--- src/rtl/vin_wr_pkg.sv ---
// Shared widths, output FSM states and burst command layout for the video-in
// write burster.
package vin_wr_pkg;
  localparam int ADDR_W = 32;
  localparam int PIX_W  = 16;
  localparam int LEN_W  = 8;
  localparam int X_LSB  = 2;
  localparam int CMD_W  = ADDR_W + LEN_W;

  typedef enum logic [1:0] {IDLE, CMD, DATA} wr_state_e;

  typedef struct packed {
    logic [ADDR_W-1:0] addr;
    logic [LEN_W-1:0]  len;
  } burst_cmd_t;
endpackage

--- src/rtl/vin_wr_fifo.sv ---
// Synchronous first-word-fall-through FIFO with occupancy count.
// A push into a full FIFO and a pop from an empty one are ignored.
module vin_wr_fifo #(
  parameter int W     = 16,
  parameter int DEPTH = 64
) (
  input  logic                     vin_clk,
  input  logic                     rst,
  input  logic                     push,
  input  logic [W-1:0]             din,
  input  logic                     pop,
  output logic [W-1:0]             dout,
  output logic                     empty,
  output logic [$clog2(DEPTH):0]   count
);
  localparam int AW = $clog2(DEPTH);

  logic [W-1:0]  mem [DEPTH];
  logic [AW-1:0] wp, rp;
  logic          do_push, do_pop;

  assign empty   = (count == '0);
  assign do_push = push && (count != (AW+1)'(DEPTH));
  assign do_pop  = pop && !empty;
  assign dout    = mem[rp];

  always_ff @(posedge vin_clk) begin
    if (rst) begin
      wp    <= '0;
      rp    <= '0;
      count <= '0;
    end else begin
      if (do_push) wp <= wp + AW'(1);
      if (do_pop)  rp <= rp + AW'(1);
      count <= count + (AW+1)'(do_push) - (AW+1)'(do_pop);
    end
  end

  always_ff @(posedge vin_clk) begin
    if (do_push) mem[wp] <= din;
  end
endmodule

--- src/rtl/vin_wr_burst.sv ---
// Groups contiguous same-line pixel writes into frame-buffer bursts.
// Optional statistics (ovf_err, burst_cnt) are built when VIN_WR_STATS_EN is defined.
module vin_wr_burst
  import vin_wr_pkg::*;
#(
  parameter int BURST_LEN  = 16,
  parameter int DATA_DEPTH = 64,
  parameter int CMD_DEPTH  = 4
) (
  input  logic              vin_clk,
  input  logic              rst,
  input  logic              frame_sync_n,
  input  logic [15:0]       vin_xres,
  input  logic              wr_valid,
  input  logic [ADDR_W-1:0] vin_addr,
  input  logic [PIX_W-1:0]  vin_wr_dat,
  output logic              vout_ready,
  output logic              mem_cmd_valid,
  input  logic              mem_cmd_ready,
  output logic [ADDR_W-1:0] mem_cmd_addr,
  output logic [LEN_W-1:0]  mem_cmd_len,
  output logic              mem_wvalid,
  input  logic              mem_wready,
  output logic [PIX_W-1:0]  mem_wdata,
  output logic              mem_wlast
`ifdef VIN_WR_STATS_EN
  ,
  output logic              ovf_err,
  output logic [15:0]       burst_cnt
`endif
);
  localparam int DCW = $clog2(DATA_DEPTH) + 1;
  localparam int CCW = $clog2(CMD_DEPTH) + 1;

  logic [DCW-1:0]    data_cnt;
  logic [CCW-1:0]    cmd_cnt;
  logic              pix_empty, cmd_empty, pix_pop, cmd_pop, cmd_push;
  logic [PIX_W-1:0]  pix_dout;
  burst_cmd_t        cmd_din, cmd_dout;

  logic              pend, pend_d;
  logic [LEN_W-1:0]  beats, beats_d, nb;
  logic [ADDR_W-1:0] start, start_d;
  logic              acc, x_eol, open, contig;

  wr_state_e         state, state_d;
  logic [LEN_W-1:0]  beat, len_q;

  assign vout_ready = !rst && !pend &&
                      (data_cnt <= DCW'(DATA_DEPTH-1)) && (cmd_cnt <= CCW'(CMD_DEPTH-2));
  assign acc    = wr_valid && vout_ready && frame_sync_n;
  assign x_eol  = ({2'b00, vin_addr[15:X_LSB]} == vin_xres - 16'd1);
  assign open   = (beats != '0);
  assign contig = open && (vin_addr == start + (ADDR_W'(beats) << X_LSB));

  // A discontinuity that also ends the new burst needs two command pushes;
  // the second is parked in pend and issued next cycle while ready is held low.
  always_comb begin
    cmd_push = 1'b0;
    cmd_din  = '0;
    beats_d  = beats;
    start_d  = start;
    pend_d   = pend;
    nb       = '0;
    if (pend) begin
      cmd_push = 1'b1;
      cmd_din  = '{addr: start, len: beats - LEN_W'(1)};
      beats_d  = '0;
      pend_d   = 1'b0;
    end else if (!frame_sync_n) begin
      if (open) begin
        cmd_push = 1'b1;
        cmd_din  = '{addr: start, len: beats - LEN_W'(1)};
      end
      beats_d = '0;
    end else if (acc) begin
      if (contig) begin
        nb = beats + LEN_W'(1);
      end else begin
        nb      = LEN_W'(1);
        start_d = vin_addr;
        if (open) begin
          cmd_push = 1'b1;
          cmd_din  = '{addr: start, len: beats - LEN_W'(1)};
        end
      end
      beats_d = nb;
      if (nb == LEN_W'(BURST_LEN) || x_eol) begin
        if (cmd_push) begin
          pend_d = 1'b1;
        end else begin
          cmd_push = 1'b1;
          cmd_din  = '{addr: start_d, len: nb - LEN_W'(1)};
          beats_d  = '0;
        end
      end
    end
  end

  always_ff @(posedge vin_clk) begin
    if (rst) begin
      beats <= '0;
      start <= '0;
      pend  <= 1'b0;
    end else begin
      beats <= beats_d;
      start <= start_d;
      pend  <= pend_d;
    end
  end

  vin_wr_fifo #(.W(PIX_W), .DEPTH(DATA_DEPTH)) u_pix_fifo (
    .vin_clk (vin_clk),
    .rst     (rst),
    .push    (acc),
    .din     (vin_wr_dat),
    .pop     (pix_pop),
    .dout    (pix_dout),
    .empty   (pix_empty),
    .count   (data_cnt)
  );

  vin_wr_fifo #(.W(CMD_W), .DEPTH(CMD_DEPTH)) u_cmd_fifo (
    .vin_clk (vin_clk),
    .rst     (rst),
    .push    (cmd_push),
    .din     (cmd_din),
    .pop     (cmd_pop),
    .dout    (cmd_dout),
    .empty   (cmd_empty),
    .count   (cmd_cnt)
  );

  // The command stays at the FIFO head until accepted, so the address is stable.
  always_comb begin
    state_d       = state;
    cmd_pop       = 1'b0;
    pix_pop       = 1'b0;
    mem_cmd_valid = 1'b0;
    mem_cmd_addr  = '0;
    mem_cmd_len   = '0;
    mem_wvalid    = 1'b0;
    mem_wdata     = '0;
    mem_wlast     = 1'b0;
    case (state)
      IDLE: if (!cmd_empty) state_d = CMD;
      CMD: begin
        mem_cmd_valid = 1'b1;
        mem_cmd_addr  = cmd_dout.addr;
        mem_cmd_len   = cmd_dout.len;
        if (mem_cmd_ready) begin
          cmd_pop = 1'b1;
          state_d = DATA;
        end
      end
      DATA: begin
        mem_wvalid = !pix_empty;
        mem_wdata  = pix_empty ? '0 : pix_dout;
        mem_wlast  = !pix_empty && (beat == len_q);
        if (mem_wvalid && mem_wready) begin
          pix_pop = 1'b1;
          if (mem_wlast) state_d = cmd_empty ? IDLE : CMD;
        end
      end
      default: state_d = IDLE;
    endcase
  end

  always_ff @(posedge vin_clk) begin
    if (rst) begin
      state <= IDLE;
      beat  <= '0;
      len_q <= '0;
    end else begin
      state <= state_d;
      if (cmd_pop) begin
        len_q <= cmd_dout.len;
        beat  <= '0;
      end else if (pix_pop) begin
        beat  <= beat + LEN_W'(1);
      end
    end
  end

`ifdef VIN_WR_STATS_EN
  always_ff @(posedge vin_clk) begin
    if (rst) begin
      ovf_err   <= 1'b0;
      burst_cnt <= '0;
    end else begin
      if (wr_valid && !vout_ready) ovf_err <= 1'b1;
      if (!frame_sync_n)
        burst_cnt <= '0;
      else if (mem_cmd_valid && mem_cmd_ready && burst_cnt != 16'hFFFF)
        burst_cnt <= burst_cnt + 16'd1;
    end
  end
`endif
endmodule

--- config.mk ---
export PLATFORM = sky130hd
export DESIGN_NAME = vin_wr_burst
export DESIGN_NICKNAME = d
export VERILOG_FILES = /design/src/rtl/vin_wr_pkg.sv /design/src/rtl/vin_wr_fifo.sv /design/src/rtl/vin_wr_burst.sv
export SDC_FILE = /design/constraint.sdc
export NUM_CORES = 1
export LEC_CHECK = 0
export ABC_AREA = 1
export ABC_CLOCK_PERIOD_IN_PS = 9150
export CAP_MARGIN = 20
export CORE_MARGIN = 1.5
export CORE_UTILIZATION = 35
export CTS_CLUSTER_DIAMETER = 150
export DETAILED_ROUTE_END_ITERATION = 10
export GPL_ROUTABILITY_DRIVEN = 0
export MAX_ROUTING_LAYER = met4
export PLACE_DENSITY = 0.58
export SETUP_SLACK_MARGIN = 0.02
export SYNTH_ARGS = -nofsm -noshare
export SYNTH_HDL_FRONTEND = slang
export SYNTH_HIERARCHICAL = 1
export SYNTH_SLANG_ARGS = --single-unit
export TNS_END_PERCENT = 20
--- constraint.sdc ---
create_clock -name vin_clk -period 9.15 [get_ports vin_clk]
set_clock_uncertainty 0.15 [all_clocks]
set_input_delay 1.83 -clock vin_clk [delete_from_list [all_inputs] [get_ports vin_clk]]
set_output_delay 1.83 -clock vin_clk [all_outputs]
set_load 0.01 [all_outputs]
==> summary by stage <==
Logic synthesis
The cell taking the most area after synthesis is edfxtp_1. Summing the sequential cell areas from Yosys gives 66.2% of the chip area. The most common cell in the synthesized netlist is nand2_1.

Of all flip-flops after synthesis, the portion carrying an async set or reset was 0%. The number of enable-type register cells in the synthesized netlist is 1,184. Synthesis inferred 1,277 register bits. Dividing the synthesized area by the synthesized cell count gives 10.6 um2. Synthesis produced a netlist with a net count of 5,451. Synthesis handed over a netlist of 5,347 instances.

The top cell type's share of synthesized area is 62.9%. The commonest cells after synthesis are nand2_1, edfxtp_1, nand3_1. The number of warnings issued by yosys is 6. Ranked by total cell area, the synthesized netlist is headed by edfxtp_1, nand2_1, nand3_1. The netlist area before placement is 56,500 um2. The most frequently used flop master after synthesis is edfxtp_1. The count of distinct cell types in the synthesized netlist is 55.

Clock network
Clock-pin slew was measured on the worst setup and hold paths at 0.07 ns. The TritonCTS clock tree is done. Buffers added to address setup during post-CTS repair amount to 0.

No sink is reached through more buffers than the 3 on the longest clock path. The number of gates resized after CTS was 0. The clock reaches the later pin of the worst-skew pair after 0.75 ns. The clock root buffer is clkbuf_16. The clock drives 1,277 sinks.

The H-tree was split into 3 levels. The number of hold buffers added after cts is 0. Clock tree synthesis inserted a total of 121 buffers.

Timing
The final critical delay including setup and external delays is 6.87 ns. The number of pins exceeding their max-slew limit in the final report came to 0. Static timing analysis puts the maximum clock frequency at 0.146 GHz. Adding up every negative setup slack in the final design gives 0 ns. The count of endpoints failing hold in the final timing report is 0. At the pin with the least slew margin, the transition time is 1.02 ns. The final worst-path cycle share is 75.1%. The normalized max-slew margin is 31.7%. The final-report setup violation count is 0. Setup repair after global routing left no endpoint under its margin.

Drt
The routed layout has 39,300 vias. After the first detailed-routing iteration, the DRC count stood at 4,456. The sum of routed wire length over all layers is 158,000 um. The number of nets with antenna violations after detailed routing is 0.

The ratio of routed vias to standard cells is 5.11. Before antenna repair, the detailed router went through 6 iterations. The detailed-route DRC error count is 0. Dividing the detail-routed wire length by the instance count gives 20.6 um.

Final layout
From synthesis to final layout, the design area changed by 12.0%. The fraction of final layout cells with drive strength greater than 1 is 6.71%. The number of nets in the layout is 5,529.

Critical path
The most used cell along the critical path is nor2_1. Counting both buffers and inverters, the worst setup path holds a total of 4. The end of the worst register-to-register path is u_cmd_fifo/count[2]. Data on the critical path is required at its endpoint by 9.65 ns. The type of element capturing the critical path is a flip-flop. The launch instance of the worst register-to-register path is beats[0]. The register-to-register setup slack is 2.48 ns.

The largest fanout on the critical path is 21. STA classifies the critical path startpoint as a primary input. Among cell families on the critical path, the largest total delay comes from simple AND/OR/NAND/NOR gates. In this run the number of cells on the critical path is 32. The type of the setup path with the least slack is in -> reg. The beginning of the critical path is vin_addr[3]. The termination of the worst setup path is u_cmd_fifo/count[2]. The library cell contributing the largest single delay on the critical path is clkdlybuf4s50_1.

On the worst path, the slowest cell contributes a delay of 0.57 ns. The logic depth of the worst register-to-register path is 37. The signal arrival time at the worst endpoint is 7.37 ns.

Placed design
Port buffering added 129 buffers. The post-DP HPWL is 92,400 um.

Worst hold path
The classification of the worst-slack hold path is reg -> reg.

Power and ir drop
The power density over the cells is 186 nW/um2. The reported leakage power is 23.0 nW. The completed layout was analyzed and its total power is 11.8 mW. The share of power burned in combinational logic is 4.1%. Net switching is 22.0% of the power. Of the total power, the clock network draws 41.2%. The net switching power is 2.59 mW. Sequential cells burn 54.7% of the power. Cell internal power was estimated by the tool at 9.18 mW. VDD sags by at most 0.169 mV.

Die
The effective utilization at floorplan is 35.2%. During I/O placement, the number of pins put on the boundary was 130. The die covers 164,000 um2. The die is 405 um wide. After floorplanning, the core was divided into 147 placement rows.

The core footprint is 160,000 um2. The die height is 405 um.

Flow run
The tool flagged a number of max-cap violations equal to 0.

Global routing
The number of global-route vias before repair was 36,900. The met1 track demand over resource is 25.2%. The first global-routing pass estimated 236,000 um of wire.

The global-route track usage on met3 is 2.64%. The number of antenna violations at the first check in global routing came to 1. The layer with the highest usage after global routing is met2.

The met2 capacity usage during global routing is 31.3%. The overflow left after global routing is 0. The overall global routing resource usage is 19.5%. The pin count of the biggest net entering global routing is 188.

Status
The run finished with clean final reports.
[power groups by stage]
stage,clock (mW),sequential [mW],combinational (mW)
after floorplan,0,6.53,0.248
after detailed placement,0,6.55,0.476
after global placement,0,6.55,0.472
after CTS,4.94,6.43,0.479
after global routing,5.16,6.43,0.527
final,4.85,6.43,0.483
[layout make-up]
| class | count | area [um2] |
|---|---|---|
| inverter | 275 | 1070 |
| tap | 2160 | 2700 |
| antenna | 2 | 5.00 |
| sequential | 1277 | 37400 |
| clock inverter | 67 | 523 |
| fill | 15500 | 97100 |
| multi-input combinational | 3506 | 16100 |
| clock buffer | 160 | 3260 |
| timing repair buffer | 244 | 2170 |
[cell families (layout without fill, tap and decap cells)]
| logic type | after synthesis | in the layout | synth area share, % |
|---|---|---|---|
| and+or+nand+nor | 3054 | 3054 | 23.0 |
| DFF | 1277 | 1277 | 66.2 |
| buffers and inverters | 564 | 746 | 5.34 |
| AOI/OAI and AO/OA | 347 | 347 | 3.47 |
| xor gates and xnor gates | 70 | 70 | 1.16 |
| adders and majority gates | 34 | 34 | 0.792 |
| muxes | 1 | 1 | 0.0177 |
| other | 0 | 2 | 0 |
[cell usage in the layout (no fill, tap or decap), types with 6 or more instances in the layout]
master,synthesis,layout
clkbuf_1,50,33
ha_1,31,31
clkinv_1,3,29
o21ai_1,47,47
clkbuf_16,0,123
clkinv_2,0,23
dfxtp_1,93,88
buf_4,27,108
nor2_1,345,340
a21oi_1,81,81
inv_2,8,7
nor2_4,2,6
buf_12,4,6
xnor2_1,18,18
nand2_2,9,9
xor2_1,49,49
o211ai_1,6,6
inv_1,262,261
nand2_1,1630,1630
o22ai_2,11,11
o21ai_0,135,135
buf_2,122,16
edfxtp_1,1184,1184
o22ai_1,49,49
nand3_1,961,961
nor3_1,28,27
nand3b_1,7,7
clkdlybuf4s50_1,0,113
clkinvlp_4,0,6
nor2_2,6,7
nand4_1,36,36
[metrics by stage]
stage | instance area, um2 | hold slack, ns | setup slack, ns | std cells | utilization [%]
after floorplan | 56500 | 0.298 | 2.55 | 5347 | -
after global placement | 59500 | 0.316 | 1.70 | 7461 | 37.1
after detailed placement | 59500 | 0.319 | 1.63 | 7461 | 37.1
after CTS | 63300 | 0.340 | 2.37 | 7688 | 39.4
after global routing | 63300 | 0.388 | 1.82 | 7690 | 39.5
final | 63300 | 0.338 | 2.28 | 7691 | 39.5
[sequential cells by signal, summed over array words and instances, names as in the netlist, 3 cells and up, named ones only]
| register | count |
|---|---|
| u_pix_fifo/rp | 6 |
| u_pix_fifo/wp | 6 |
| u_pix_fifo/mem | 1024 |
| beat | 8 |
| beats | 8 |
| len_q | 8 |
| start | 13 |
| u_cmd_fifo/count | 3 |
| u_pix_fifo/count | 7 |
| u_cmd_fifo/mem | 160 |
[per-layer routing]
layer	share of wire, %	up-vias
met5	0	-
met4	3.9	0
met3	6.7	309
met2	48	1442
met1	42	19000
li1	-	18600
[worst min path at each step]
| stage | from | to | cells past startpoint |
|---|---|---|---|
| after CTS | u_pix_fifo/rp[2] | flip-flop | 2 |
| after global routing | len_q[1] | len_q[1] | 2 |
| after detailed placement | u_cmd_fifo/rp[0] | flip-flop | 2 |
| final | u_pix_fifo/rp[2] | flip-flop | 2 |
| after floorplan | u_cmd_fifo/rp[0] | flip-flop | 2 |
| after global placement | u_cmd_fifo/rp[0] | u_cmd_fifo/rp[0] | 2 |
[worst min-delay path, delay by kind of cell, from the launching register on]
kind	cells	cell delay (ns)
AOI/OAI and AO/OA	1	0.06
buffers and inverters	1	0.06
DFF	1	0.33
No activity file was read; power rests on OpenSTA's default activity.
